## src/rtl/dvl_pkg.sv

```systemverilog
// Shared types and helpers for the multi-channel data-valid gate generator.
//  - dvl_state_e : per-channel gate FSM state (IDLE, VALID, HOLD)
//  - hold_w()    : width of the hold-off counter for a given HOLDOFF value
package dvl_pkg;

    typedef enum logic [1:0] {
        IDLE  = 2'd0,
        VALID = 2'd1,
        HOLD  = 2'd2
    } dvl_state_e;

    // clog2(HOLDOFF+1), kept at least 1 bit so HOLDOFF==0 still yields a legal vector
    function automatic int unsigned hold_w(input int unsigned holdoff);
        return (holdoff == 0) ? 1 : $clog2(holdoff + 1);
    endfunction

endpackage

```

## src/rtl/dvl_channel.sv

```systemverilog
// One data-valid gate channel: IDLE/VALID/HOLD FSM with gate length, hold-off
// and gate counters plus an optional sticky watchdog flag.
// Optional feature: DVL_TIMEOUT_EN enables the watchdog close at MAX_GATE.
// Ports:
//  clk, reset_i           clock, asynchronous active-high reset
//  i_enable               arm; low blocks new gates only
//  i_start, i_end         gate open / close requests
//  i_clear                synchronous clear of gate counter and timeout flag
//  o_data_valid           registered gate
//  o_data_valid_next_c    combinational next-state gate (feeds the top-level OR register)
//  o_gate_cnt             gates opened, wraps at 2**CNT_W
//  o_timeout              sticky watchdog flag (0 when the watchdog is not built)
module dvl_channel
    import dvl_pkg::*;
#(
    parameter int unsigned LEN_W    = 16,
    parameter int unsigned MIN_GATE = 0,
    parameter int unsigned HOLDOFF  = 2,
    parameter int unsigned MAX_GATE = 65535,
    parameter int unsigned CNT_W    = 8
) (
    input  logic             clk,
    input  logic             reset_i,
    input  logic             i_enable,
    input  logic             i_start,
    input  logic             i_end,
    input  logic             i_clear,
    output logic             o_data_valid,
    output logic             o_data_valid_next_c,
    output logic [CNT_W-1:0] o_gate_cnt,
    output logic             o_timeout
);

    localparam int unsigned HOLD_W = hold_w(HOLDOFF);

    dvl_state_e        r_state;
    dvl_state_e        w_state_nxt;
    logic [LEN_W-1:0]  r_len;
    logic [LEN_W-1:0]  w_len_nxt;
    logic [HOLD_W-1:0] r_hold;
    logic [HOLD_W-1:0] w_hold_nxt;
    logic [CNT_W-1:0]  r_cnt;
    logic [CNT_W-1:0]  w_cnt_nxt;
    logic              r_dv;
    logic              w_dv_nxt;
    logic              w_len_ok;
    logic              w_close;

    // end_i is honoured only once the gate has been open MIN_GATE cycles
    generate
        if (MIN_GATE == 0) begin : g_no_min
            assign w_len_ok = 1'b1;
        end else begin : g_min
            assign w_len_ok = (r_len >= LEN_W'(MIN_GATE));
        end
    endgenerate

    // Close request while VALID without a retrigger: honoured end or watchdog expiry
`ifdef DVL_TIMEOUT_EN
    logic w_wd_expire;
    assign w_wd_expire = (r_len == LEN_W'(MAX_GATE - 1));
    assign w_close     = !i_start && ((i_end && w_len_ok) || w_wd_expire);
`else
    assign w_close     = !i_start && i_end && w_len_ok;
`endif

    // State register
    always_ff @(posedge clk or posedge reset_i) begin
        if (reset_i) begin
            r_state <= IDLE;
        end else begin
            r_state <= w_state_nxt;
        end
    end

    // Next-state logic
    always_comb begin
        w_state_nxt = r_state;
        case (r_state)
            IDLE: begin
                if (i_start && i_enable) begin
                    w_state_nxt = VALID;
                end
            end
            VALID: begin
                if (w_close) begin
                    w_state_nxt = (HOLDOFF == 0) ? IDLE : HOLD;
                end
            end
            HOLD: begin
                if (r_hold == HOLD_W'(HOLDOFF - 1)) begin
                    w_state_nxt = IDLE;
                end
            end
            default: w_state_nxt = IDLE;
        endcase
    end

    // Next values of counters and registered outputs
    always_comb begin
        w_len_nxt  = r_len;
        w_hold_nxt = r_hold;
        w_cnt_nxt  = i_clear ? '0 : r_cnt;
        w_dv_nxt   = (w_state_nxt == VALID);
        case (r_state)
            IDLE: begin
                if (w_state_nxt == VALID) begin
                    w_len_nxt = '0;
                    w_cnt_nxt = r_cnt + CNT_W'(1);
                end
            end
            VALID: begin
                if (i_start) begin
                    w_len_nxt = '0;
                end else if (w_close) begin
                    w_hold_nxt = '0;
                end else if (r_len != LEN_W'(MAX_GATE)) begin
                    w_len_nxt = r_len + LEN_W'(1);
                end
            end
            HOLD: begin
                w_hold_nxt = r_hold + HOLD_W'(1);
            end
            default: ;
        endcase
    end

    always_ff @(posedge clk or posedge reset_i) begin
        if (reset_i) begin
            r_len  <= '0;
            r_hold <= '0;
            r_cnt  <= '0;
            r_dv   <= 1'b0;
        end else begin
            r_len  <= w_len_nxt;
            r_hold <= w_hold_nxt;
            r_cnt  <= w_cnt_nxt;
            r_dv   <= w_dv_nxt;
        end
    end

`ifdef DVL_TIMEOUT_EN
    // Sticky watchdog flag; a same-cycle set wins over clear
    logic r_timeout;
    always_ff @(posedge clk or posedge reset_i) begin
        if (reset_i) begin
            r_timeout <= 1'b0;
        end else if ((r_state == VALID) && w_close && !(i_end && w_len_ok)) begin
            r_timeout <= 1'b1;
        end else if (i_clear) begin
            r_timeout <= 1'b0;
        end
    end
    assign o_timeout = r_timeout;
`else
    assign o_timeout = 1'b0;
`endif

    assign o_data_valid        = r_dv;
    assign o_data_valid_next_c = w_dv_nxt;
    assign o_gate_cnt          = r_cnt;

endmodule

```

## src/rtl/multi_dvl_generator.sv

```systemverilog
// Multi-channel data-valid gate generator: N_CH independent dvl_channel instances,
// flattened gate counters and a registered OR of all gates.
// Optional feature: DVL_TIMEOUT_EN enables the per-channel watchdog.
// Ports:
//  clk, reset_i   clock, asynchronous active-high reset
//  enable_i       per-channel arm (blocks new gates only)
//  start_i        per-channel gate-open request
//  end_i          per-channel gate-close request
//  clear_i        synchronous clear of gate_cnt and timeout_o
//  data_valid     registered gate per channel
//  any_valid      registered OR of all gates, coincident with data_valid
//  gate_cnt       gates opened; channel c at [c*CNT_W +: CNT_W]
//  timeout_o      sticky watchdog flag per channel
module multi_dvl_generator
    import dvl_pkg::*;
#(
    parameter int unsigned N_CH     = 4,
    parameter int unsigned LEN_W    = 16,
    parameter int unsigned MIN_GATE = 0,
    parameter int unsigned HOLDOFF  = 2,
    parameter int unsigned MAX_GATE = 65535,
    parameter int unsigned CNT_W    = 8
) (
    input  logic                  clk,
    input  logic                  reset_i,
    input  logic [N_CH-1:0]       enable_i,
    input  logic [N_CH-1:0]       start_i,
    input  logic [N_CH-1:0]       end_i,
    input  logic                  clear_i,
    output logic [N_CH-1:0]       data_valid,
    output logic                  any_valid,
    output logic [N_CH*CNT_W-1:0] gate_cnt,
    output logic [N_CH-1:0]       timeout_o
);

    logic [N_CH-1:0] w_dv_nxt;
    logic            r_any_valid;

    generate
        for (genvar c = 0; c < N_CH; c++) begin : g_ch
            dvl_channel #(
                .LEN_W    (LEN_W),
                .MIN_GATE (MIN_GATE),
                .HOLDOFF  (HOLDOFF),
                .MAX_GATE (MAX_GATE),
                .CNT_W    (CNT_W)
            ) u_ch (
                .clk                 (clk),
                .reset_i             (reset_i),
                .i_enable            (enable_i[c]),
                .i_start             (start_i[c]),
                .i_end               (end_i[c]),
                .i_clear             (clear_i),
                .o_data_valid        (data_valid[c]),
                .o_data_valid_next_c (w_dv_nxt[c]),
                .o_gate_cnt          (gate_cnt[c*CNT_W +: CNT_W]),
                .o_timeout           (timeout_o[c])
            );
        end
    endgenerate

    // Built from next-state gates so it lines up with the registered data_valid bits
    always_ff @(posedge clk or posedge reset_i) begin
        if (reset_i) begin
            r_any_valid <= 1'b0;
        end else begin
            r_any_valid <= |w_dv_nxt;
        end
    end

    assign any_valid = r_any_valid;

endmodule

```

## config.mk

```make
export PLATFORM = sky130hd
export DESIGN_NAME = multi_dvl_generator
export DESIGN_NICKNAME = d
export VERILOG_FILES = /design/src/rtl/dvl_pkg.sv /design/src/rtl/dvl_channel.sv /design/src/rtl/multi_dvl_generator.sv
export SDC_FILE = /design/constraint.sdc
export NUM_CORES = 1
export LEC_CHECK = 0
export CAP_MARGIN = 40
export CORE_MARGIN = 1
export CORE_UTILIZATION = 40
export CTS_BUF_LIST = sky130_fd_sc_hd__clkbuf_4 sky130_fd_sc_hd__clkbuf_8 sky130_fd_sc_hd__clkbuf_16
export DETAILED_ROUTE_END_ITERATION = 16
export GPL_TIMING_DRIVEN = 0
export PLACE_DENSITY = 0.76
export SETUP_SLACK_MARGIN = 0.2
export SYNTH_ARGS = -nofsm -noshare
export SYNTH_HDL_FRONTEND = slang
export SYNTH_SLANG_ARGS = --single-unit
export TNS_END_PERCENT = 30
```

## constraint.sdc

```tcl
create_clock -name clk -period 2.25 [get_ports clk]
set_input_delay 0.45 -clock clk [delete_from_list [all_inputs] [get_ports clk]]
set_output_delay 0.45 -clock clk [all_outputs]
set_load 0.01 [all_outputs]
```

# After elaboration in Yosys (flattened, before gate mapping)
# Cells that the tools add are included.
dict set report op_classes {
  n_mux 40
  n_bitwise 0
  div_mod_pow 0
  shifts 0
  n_eq_ne 24
  multipliers 0
  add_sub_neg 8
  n_reduce_logical 25
  n_lt_le_gt_ge 0
}
# cell count
set op_table {}
lappend op_table {{$mux W8} 12}
lappend op_table {{$mux W2} 20}
lappend op_table {{$add A8 B1 Y8 const B} 4}
lappend op_table {{$eq A2 B1 Y1 const B} 12}
lappend op_table {{$pmux W2 S3} 4}
lappend op_table {{$pmux W2 S2} 4}
lappend op_table {{$reduce_and A3 Y1} 4}
lappend op_table {{$add A2 B1 Y2 const B} 4}
lappend op_table {{$eq A2 B2 Y1 const B} 4}
lappend op_table {{$logic_and A1 B1 Y1} 8}
lappend op_table {{$logic_not A2 Y1} 4}
lappend op_table {{$ne A2 B1 Y1 const B} 4}
lappend op_table {{$ne A2 B2 Y1 const B} 4}
lappend op_table {{$reduce_bool A2 Y1} 4}
lappend op_table {{$logic_not A1 Y1} 4}
lappend op_table {{$reduce_or A4 Y1} 1}
dict set report word_totals {
  mem_bits_rw 0
  wordCells 114
  ff_bits 53
  output_inout_bits 41
  latchBits 0
  romBits 0
  input_bits 15
  n_memories 0
}

# Longest topological paths before layout
# Gate-level depths: netlist of run 1.
dict set report logic_depth {
  ltp_word 7
  ltp_mapped 5
  depth_no_buf 5
}

# Modules after synthesis
# A second synthesis of run 1 with hierarchy kept.
dict set report unflattened {
  hier_cells 295
  area_unflattened_um2 2798.9
}
# mod instances area_each_um2 cells_per_inst seq_area_each_um2
set modules_own_cells {}
lappend modules_own_cells {dvl_channel 4 690.7 73 325.3}
lappend modules_own_cells {multi_dvl_generator 1 36.3 3 25.0}

# Worst setup path after synthesis of run 1
# Ideal clock, no wire load.
dict set report synth_path {
  path_kind {input to register}
  from {input port start_i[0]}
  to {register r_any_valid, in the netlist any_valid}
  path_buffers 0
  t_required_ps 2112
  arrival_time_ps 1254
  slack_ps 857
  setup_ps 138
  path_stages 4
  cell_sequence {nand2b_4 > a22oi_2 > nor2_2 > or4_1}
}
dict set report synth_via {
  elab_chain_cells 6
  elab_cells_between_ends 8
  cone_classes {eq/ne: 1; mux: 3; reduce/logical: 4}
}
# item line_no
set synth_rtl {}
lappend synth_rtl {{start, declared} multi_dvl_generator.sv:27} ;# input logic [N_CH-1:0] start_i,
lappend synth_rtl {{$logic_not A1 Y1} dvl_channel.sv:64} ;# assign w_close = !i_start && i_end && w_len_ok;
lappend synth_rtl {{$logic_and A1 B1 Y1} dvl_channel.sv:64}
lappend synth_rtl {{$mux W2} dvl_channel.sv:86} ;# if (w_close) begin
lappend synth_rtl {{$pmux W2 S3 (*)} dvl_channel.sv:79} ;# case (r_state)
lappend synth_rtl {{named net g_ch[0].u_ch.w_state_nxt[0]} dvl_channel.sv:37} ;# dvl_state_e w_state_nxt;
lappend synth_rtl {{$eq A2 B1 Y1 (*)} dvl_channel.sv:104} ;# w_dv_nxt = (w_state_nxt == VALID);
lappend synth_rtl {{$reduce_or A4 Y1 (*)} multi_dvl_generator.sv:67} ;# r_any_valid <= |w_dv_nxt;
lappend synth_rtl {{end signal, assigned} multi_dvl_generator.sv:67}
lappend synth_rtl {{end, declared} multi_dvl_generator.sv:37} ;# logic r_any_valid;
# Mark *: on every way through the listed nets, which the timed path passes. The rest lies on a longest branch.
# A chain may end at the register's enable or synchronous reset.

# Worst setup path after layout of run 1
dict set report layout_path {
  from {register g_ch[2].u_ch.r_cnt[3]}
  to {output port gate_cnt[19]}
}
# item line_no
set layout_lines {}
lappend layout_lines {{start, declared} dvl_channel.sv:42} ;# logic [CNT_W-1:0] r_cnt;
lappend layout_lines {{start signal, assigned} dvl_channel.sv:137} ;# r_cnt <= w_cnt_nxt;
lappend layout_lines {{end, declared} multi_dvl_generator.sv:32} ;# output logic [N_CH*CNT_W-1:0] gate_cnt,
# No word-level cell between the ends.

==> out/results.ini, run 1 <==
[final_layout]
drive_gt1_frac=0.0760
antenna_cells=0
syn2layout_area_growth_pct=27.7
nets=365
post-route-util=0.532

[global_routing]
antenna_found_initial=0
grt_max_degree=32
grtUsageTotal=0.155
gr-total-overflow=0
grt_pass1_vias=2019
grt_pass1_wl_um=8970

[clock_network]
cts-root-buf=clkbuf_8
postCtsSetupRepairBufs=0
htree_levels=2
cts_tree=yes
numCtsBuffers=5
clock_latency_ns=0.30
cts_max_path_buffers=2
cts-resized-gates=0
cts.hold.buffers_added=0
clkSinkCount=53
path_clk_slew_ns=0.10

[routing]
firstDrtPassIters=4
drtIter0Drc=97
vias=2241
wl_met2_um=2370
wl_met1_um=2640
drt_wl_total_um=5270
ant_nets=0
drc=0
wl_per_cell_um=12.6
wl_met3_um=205
top_layer_used=met4
via_per_inst=5.35

[sta]
setup_viol=0
fin_crit_sh=0.800
fmax_mhz=555
setup_ws_ns=0.449
timing.slew.headroom=0.529
slew_violations=0
worstMarginPinSlew_ns=0.705
period_minus_slack_ns=1.80
finalClockSkew_ns=0.00592
hold_viol_final=0
hold_ws_ns=0.485
rsz0062_at_grt=no

[floorplan]
io_pins=56
num_rows=29
core-area_um2=6390
fp.dieW_um=83.6
die_area_um2=6980
start_util=0.417
die_h_um=83.6

[synthesis]
yosysMostFrequentCell=dfrtp_1
yosys.area.top_type=dfrtp_1
syn_inst=280
yosys_warnings=0
synth.distinct_cells=40
synth_top_area_frac=0.499
ys_seq_area_frac=0.499
synth_area_leaders=dfrtp_1, o21ai_0, ha_1
synth_edf_count=0
synth_area_per_cell_um2=9.50
synth_area_um2=2660
synth_async_sr_flop_share=1.00
synthTopCellsByCount=dfrtp_1, o21ai_0, nor2_1
yosys_most_used_dff=dfrtp_1
ys_seq_elements=53

[worst_setup_path]
crit_fanout=8
crit_type=register to output pin
end_kind=output pin
crit_family=buffers and inverters
max_stage_delay_ns=0.58
slowest_stage=clkdlybuf4s50_1
critPathLaunchType=register
critPathRequiredTime_ns=1.80
cp.arrival_ns=1.35
r2r-start=g_ch[2].u_ch.r_state[1]
cp.depth=1
r2r_end=g_ch[2].u_ch.o_gate_cnt[6]
ff2ff_path_depth=5
cp.buffers_inverters=1
path_cells=clkdlybuf4s50_1
reg2reg_slack_ns=0.73

[placement]
place_congestion=0.777
port_buffers=51
dpl.hpwl_um=3770
dp_slack_ns=0.198

[worst_hold_path]
holdPathStages=1
min_from=g_ch[2].u_ch.o_gate_cnt[7]
hold_class=register to register
holdPathEnd=g_ch[2].u_ch.o_gate_cnt[7]

[power]
max-vdd-ir-drop_uv=543
p_leak_nw=1.50
power_density_nw_per_um2=811

[flow_run]
drv_cap=0

[outcome]
status=finished clean

logic make-up (layout without fill, tap and decap cells):
group,Yosys count,count (layout),synth area share
AO/OA/AOI/OAI,87,87,0.194
XOR/XNOR,1,1,0.00329
adder cells (fa/ha/maj),8,8,0.0376
buffers and inverters,30,89,0.0550
flip-flops,53,53,0.499
other,1,4,0.00141
AND/OR/NAND/NOR,100,100,0.210
worst max path at each step:
| stage | start | endpoint | slack, ns |
|---|---|---|---|
| floorplan | reset_i | any_valid | 0.51 |
| global placement | reset_i | g_ch[3].u_ch.o_gate_cnt[7] | -0.55 |
| detailed placement | start_i[2] | g_ch[2].u_ch.o_gate_cnt[6] | 0.20 |
| CTS | g_ch[2].u_ch.o_gate_cnt[3] | gate_cnt[19] | 0.44 |
| global route | start_i[2] | g_ch[2].u_ch.o_gate_cnt[2] | 0.32 |
| finish | g_ch[2].u_ch.o_gate_cnt[3] | gate_cnt[19] | 0.45 |
layout by cell type, fill, tap and decap left out, drive strengths merged, types with 2 or more instances in the layout:
master / count
nor2b: 6
and3: 8
clkdlybuf4s50: 51
and4bb: 3
dfrtp: 53
ha: 8
nand3b: 6
a21oi: 10
a22oi: 2
nor2: 26
nand4bb: 4
nand2: 23
buf: 16
o31ai: 9
inv: 13
a31oi: 12
conb: 4
nand4: 4
nand3: 11
nand2b: 3
clkbuf: 8
o21ai: 41
a211oi: 7
o22ai: 2
and2: 2
final cells by class:
| cell class | instances | area (um^2) |
|---|---|---|
| clock inverter | 1 | 7.51 |
| inverter | 13 | 48.8 |
| timing repair buffer | 52 | 538 |
| tap | 77 | 96.3 |
| multi-input combinational | 200 | 1200 |
| fill | 577 | 2990 |
| buffer | 17 | 97.6 |
| clock buffer | 6 | 82.6 |
| sequential | 53 | 1330 |
report_power, final:
part | leakage [nW] | internal [mW] | switching [mW]
Sequential | 0.704 | 1.15 | 0.194
Combinational | 0.753 | 0.458 | 0.402
Clock | 0.0433 | 0.244 | 0.308
routing by layer:
layer / GRT usage / vias to the layer above
met4: 0.0508 / 0
met1: 0.209 / 1064
met3: 0.0287 / 6
met2: 0.253 / 48
met5: 0 / -
li1: - / 1123
metrics by stage:
stage	TNS, ns	cell area, um^2	total power [mW]	cells
finish	0	3400	2.76	419
global placement	-28.80	3280	2.18	411
global route	0	3400	2.96	419
CTS	0	3400	2.79	419
floorplan	0	2670	1.89	283
detailed placement	0	3310	2.23	412
registers in the layout (all words and copies together) (netlist names):
signal	cells
g_ch.u_ch.o_gate_cnt	32
any_valid	1
g_ch.u_ch.o_data_valid	4
g_ch.u_ch.r_state	8
g_ch.u_ch.r_hold	8
(Power assumes the default switching activity.)
==> run 2: changes to the inputs <==
Clock period 2.25 ns to 1.86 ns, I/O delays scaled along.
==> run 2 against run 1 <==
Net effect: combinational power up 28%; hold slack better by 0.00077 ns; register-to-register slack worse by 0.41 ns; utilization up 1.7 points; sequential share of layout area down 0.99 points; clock power up 20%; global-route usage up 0.23 points; non-clock buffer count up 11; largest cell class unchanged; highest routed layer unchanged.
==> out/results.ini, run 2 (synthesized netlist as in run 1, its figures left out) <==
[routing]
wl_met1_um=2700  ; was 2640 um
drt_wl_total_um=5490  ; was 5270 um
ant_nets=0  ; unchanged
vias=2273  ; was 2241
top_layer_used=met4  ; unchanged
drc=0  ; unchanged
via_per_inst=5.29  ; was 5.35
drtIter0Drc=91  ; was 97
wl_met2_um=2530  ; was 2370 um
wl_met3_um=217  ; was 205 um
firstDrtPassIters=4  ; unchanged
wl_per_cell_um=12.8  ; was 12.6 um

[final_layout]
nFillCells=564  ; was 577
seq_area_um2=1330  ; about the same
drive_gt1_frac=0.125  ; was 0.0760
multi_input_area_um2=1210  ; was 1200 um^2
nets=376  ; was 365
syn2layout_area_growth_pct=31.7  ; was 27.7%
layout_common_cells=clkdlybuf4s50_1, dfrtp_1, o21ai_0  ; was dfrtp_1, clkdlybuf4s50_1, o21ai_0
layout_commonest_cell=clkdlybuf4s50_1  ; was dfrtp_1
largest_register_ffs=32  ; unchanged
antenna_cells=0  ; unchanged

[worst_setup_path]
path_cells=clkdlybuf4s50_1  ; unchanged
end_kind=output pin  ; unchanged
reg2reg_slack_ns=0.32  ; was 0.73 ns
crit_fanout=6  ; was 8
crit_end=gate_cnt[4]  ; was gate_cnt[19]
slowest_stage=clkdlybuf4s50_1  ; unchanged
cp.depth=1  ; unchanged
critPathLaunchType=register  ; unchanged
max_stage_delay_ns=0.56  ; was 0.58 ns
critPathLaunch=g_ch[0].u_ch.o_gate_cnt[4]  ; was g_ch[2].u_ch.o_gate_cnt[3]
ff2ff_path_depth=4  ; was 5
crit_type=register to output pin  ; unchanged
cp.arrival_ns=1.29  ; was 1.35 ns
r2r-start=g_ch[3].u_ch.r_state[1]  ; was g_ch[2].u_ch.r_state[1]
crit_family=buffers and inverters  ; unchanged
cp.buffers_inverters=1  ; unchanged
r2r_end=g_ch[3].u_ch.o_gate_cnt[6]  ; was g_ch[2].u_ch.o_gate_cnt[6]
critPathRequiredTime_ns=1.49  ; was 1.80 ns

[sta]
finalClockSkew_ns=0.00806  ; was 0.00592 ns
fin_setup_tns_ns=0  ; unchanged
setup_ws_ns=0.201  ; was 0.449 ns
worstMarginPinSlew_ns=0.708  ; was 0.705 ns
period_minus_slack_ns=1.66
setup_viol=0  ; unchanged
timing.slew.headroom=0.528  ; was 0.529
slew_violations=0  ; unchanged
rsz0062_at_grt=yes  ; was no
fmax_mhz=603
fin_crit_sh=0.892
hold_viol_final=0  ; unchanged

[global_routing]
antenna_found_initial=0  ; unchanged
gr-total-overflow=0  ; unchanged
grt_max_degree=32  ; unchanged
grt_pass1_wl_um=9110  ; was 8970 um
grtUsageTotal=0.157  ; was 0.155
grt_pass1_vias=2040  ; was 2019

[floorplan]
num_rows=29  ; unchanged
io_pins=56  ; unchanged
die_area_um2=6980  ; unchanged
die_h_um=83.6  ; unchanged
start_util=0.417  ; unchanged
core-area_um2=6390  ; unchanged
fp.dieW_um=83.6  ; unchanged

[power]
sw_frac_of_total=0.328  ; about the same
pwr-share-comb=0.324  ; was 0.312
power.internal_mw=2.28  ; was 1.85 mW
p_leak_nw=1.55  ; was 1.50 nW
pwr-share-clk=0.196  ; was 0.200
p_switching_mw=1.11  ; was 0.904 mW
seq_power_share=0.480  ; was 0.487
power_density_nw_per_um2=967  ; was 811 nW/um^2
max-vdd-ir-drop_uv=659  ; was 543 uV
finalPower_mw=3.39  ; was 2.76 mW

[flow_run]
drv_cap=0  ; unchanged

[clock_network]
cts.hold.buffers_added=0  ; unchanged
htree_levels=2  ; unchanged
cts-root-buf=clkbuf_8  ; unchanged
numCtsBuffers=5  ; unchanged
clkSinkCount=53  ; unchanged
cts_tree=yes  ; unchanged
path_clk_slew_ns=0.09  ; was 0.10 ns
cts_max_path_buffers=2  ; unchanged
clock_latency_ns=0.30  ; about the same

[placement]
dpl.hpwl_um=3770  ; unchanged
place_congestion=0.777  ; unchanged
dp_slack_ns=-0.114  ; was 0.198 ns
port_buffers=51  ; unchanged

[outcome]
status=finished clean  ; unchanged

[worst_hold_path]
hold_class=register to register  ; unchanged

run 2: layout make-up:
type	count	share of cell area
Sequential cell	53	0.381
Multi-Input combinational cell	200	0.346
Timing Repair Buffer	63	0.177
Buffer	17	0.0286
Tap cell	77	0.0275
Clock buffer	6	0.0236
Inverter	13	0.0139
Clock inverter	1	0.00214
run 2: stage by stage:
| stage | hold slack (ns) | util | std cells | area (um^2) |
|---|---|---|---|---|
| global placement | 0.464 | 0.513 | 411 | 3280 |
| detailed placement | 0.471 | 0.518 | 412 | 3310 |
| floorplan | 0.476 | - | 283 | 2670 |
| CTS | 0.486 | 0.537 | 423 | 3430 |
| global route | 0.505 | 0.549 | 430 | 3500 |
| finish | 0.486 | 0.549 | 430 | 3500 |
run 2: power groups by stage:
| stage | clock network (mW) | logic (mW) | registers, mW |
|---|---|---|---|
| after floorplan | 0 | 0.669 | 1.61 |
| after global placement | 0 | 1.01 | 1.63 |
| after detailed placement | 0 | 1.05 | 1.65 |
| after CTS | 0.697 | 1.07 | 1.62 |
| after global routing | 0.729 | 1.24 | 1.67 |
| final | 0.665 | 1.10 | 1.63 |
run 2: routing by layer:
layer,vias to the layer above,track usage
met4,0,0.0462
met3,4,0.0287
li1,1144,-
met2,51,0.260
met1,1074,0.211
met5,-,0
run 2: worst min-delay path by stage:
stage                               startpoint                    endpoint  slack (ns)  cells past startpoint
floorplan              g_ch[2].u_ch.r_state[1]   g_ch[2].u_ch.o_data_valid        0.48                      1
global placement    g_ch[0].u_ch.o_gate_cnt[7]  g_ch[0].u_ch.o_gate_cnt[7]        0.46                      1
detailed placement  g_ch[1].u_ch.o_gate_cnt[7]  g_ch[1].u_ch.o_gate_cnt[7]        0.47                      1
CTS                 g_ch[0].u_ch.o_gate_cnt[7]  g_ch[0].u_ch.o_gate_cnt[7]        0.49                      1
global route        g_ch[2].u_ch.o_gate_cnt[7]  g_ch[2].u_ch.o_gate_cnt[7]        0.50                      1
finish              g_ch[1].u_ch.o_gate_cnt[7]  g_ch[1].u_ch.o_gate_cnt[7]        0.49                      1
run 2: repair_timing:
item / in CTS / in global routing
endpoints found under the setup margin: 17 / 32
setup buffers: 4 / 7
gates resized for setup: 2 / 8
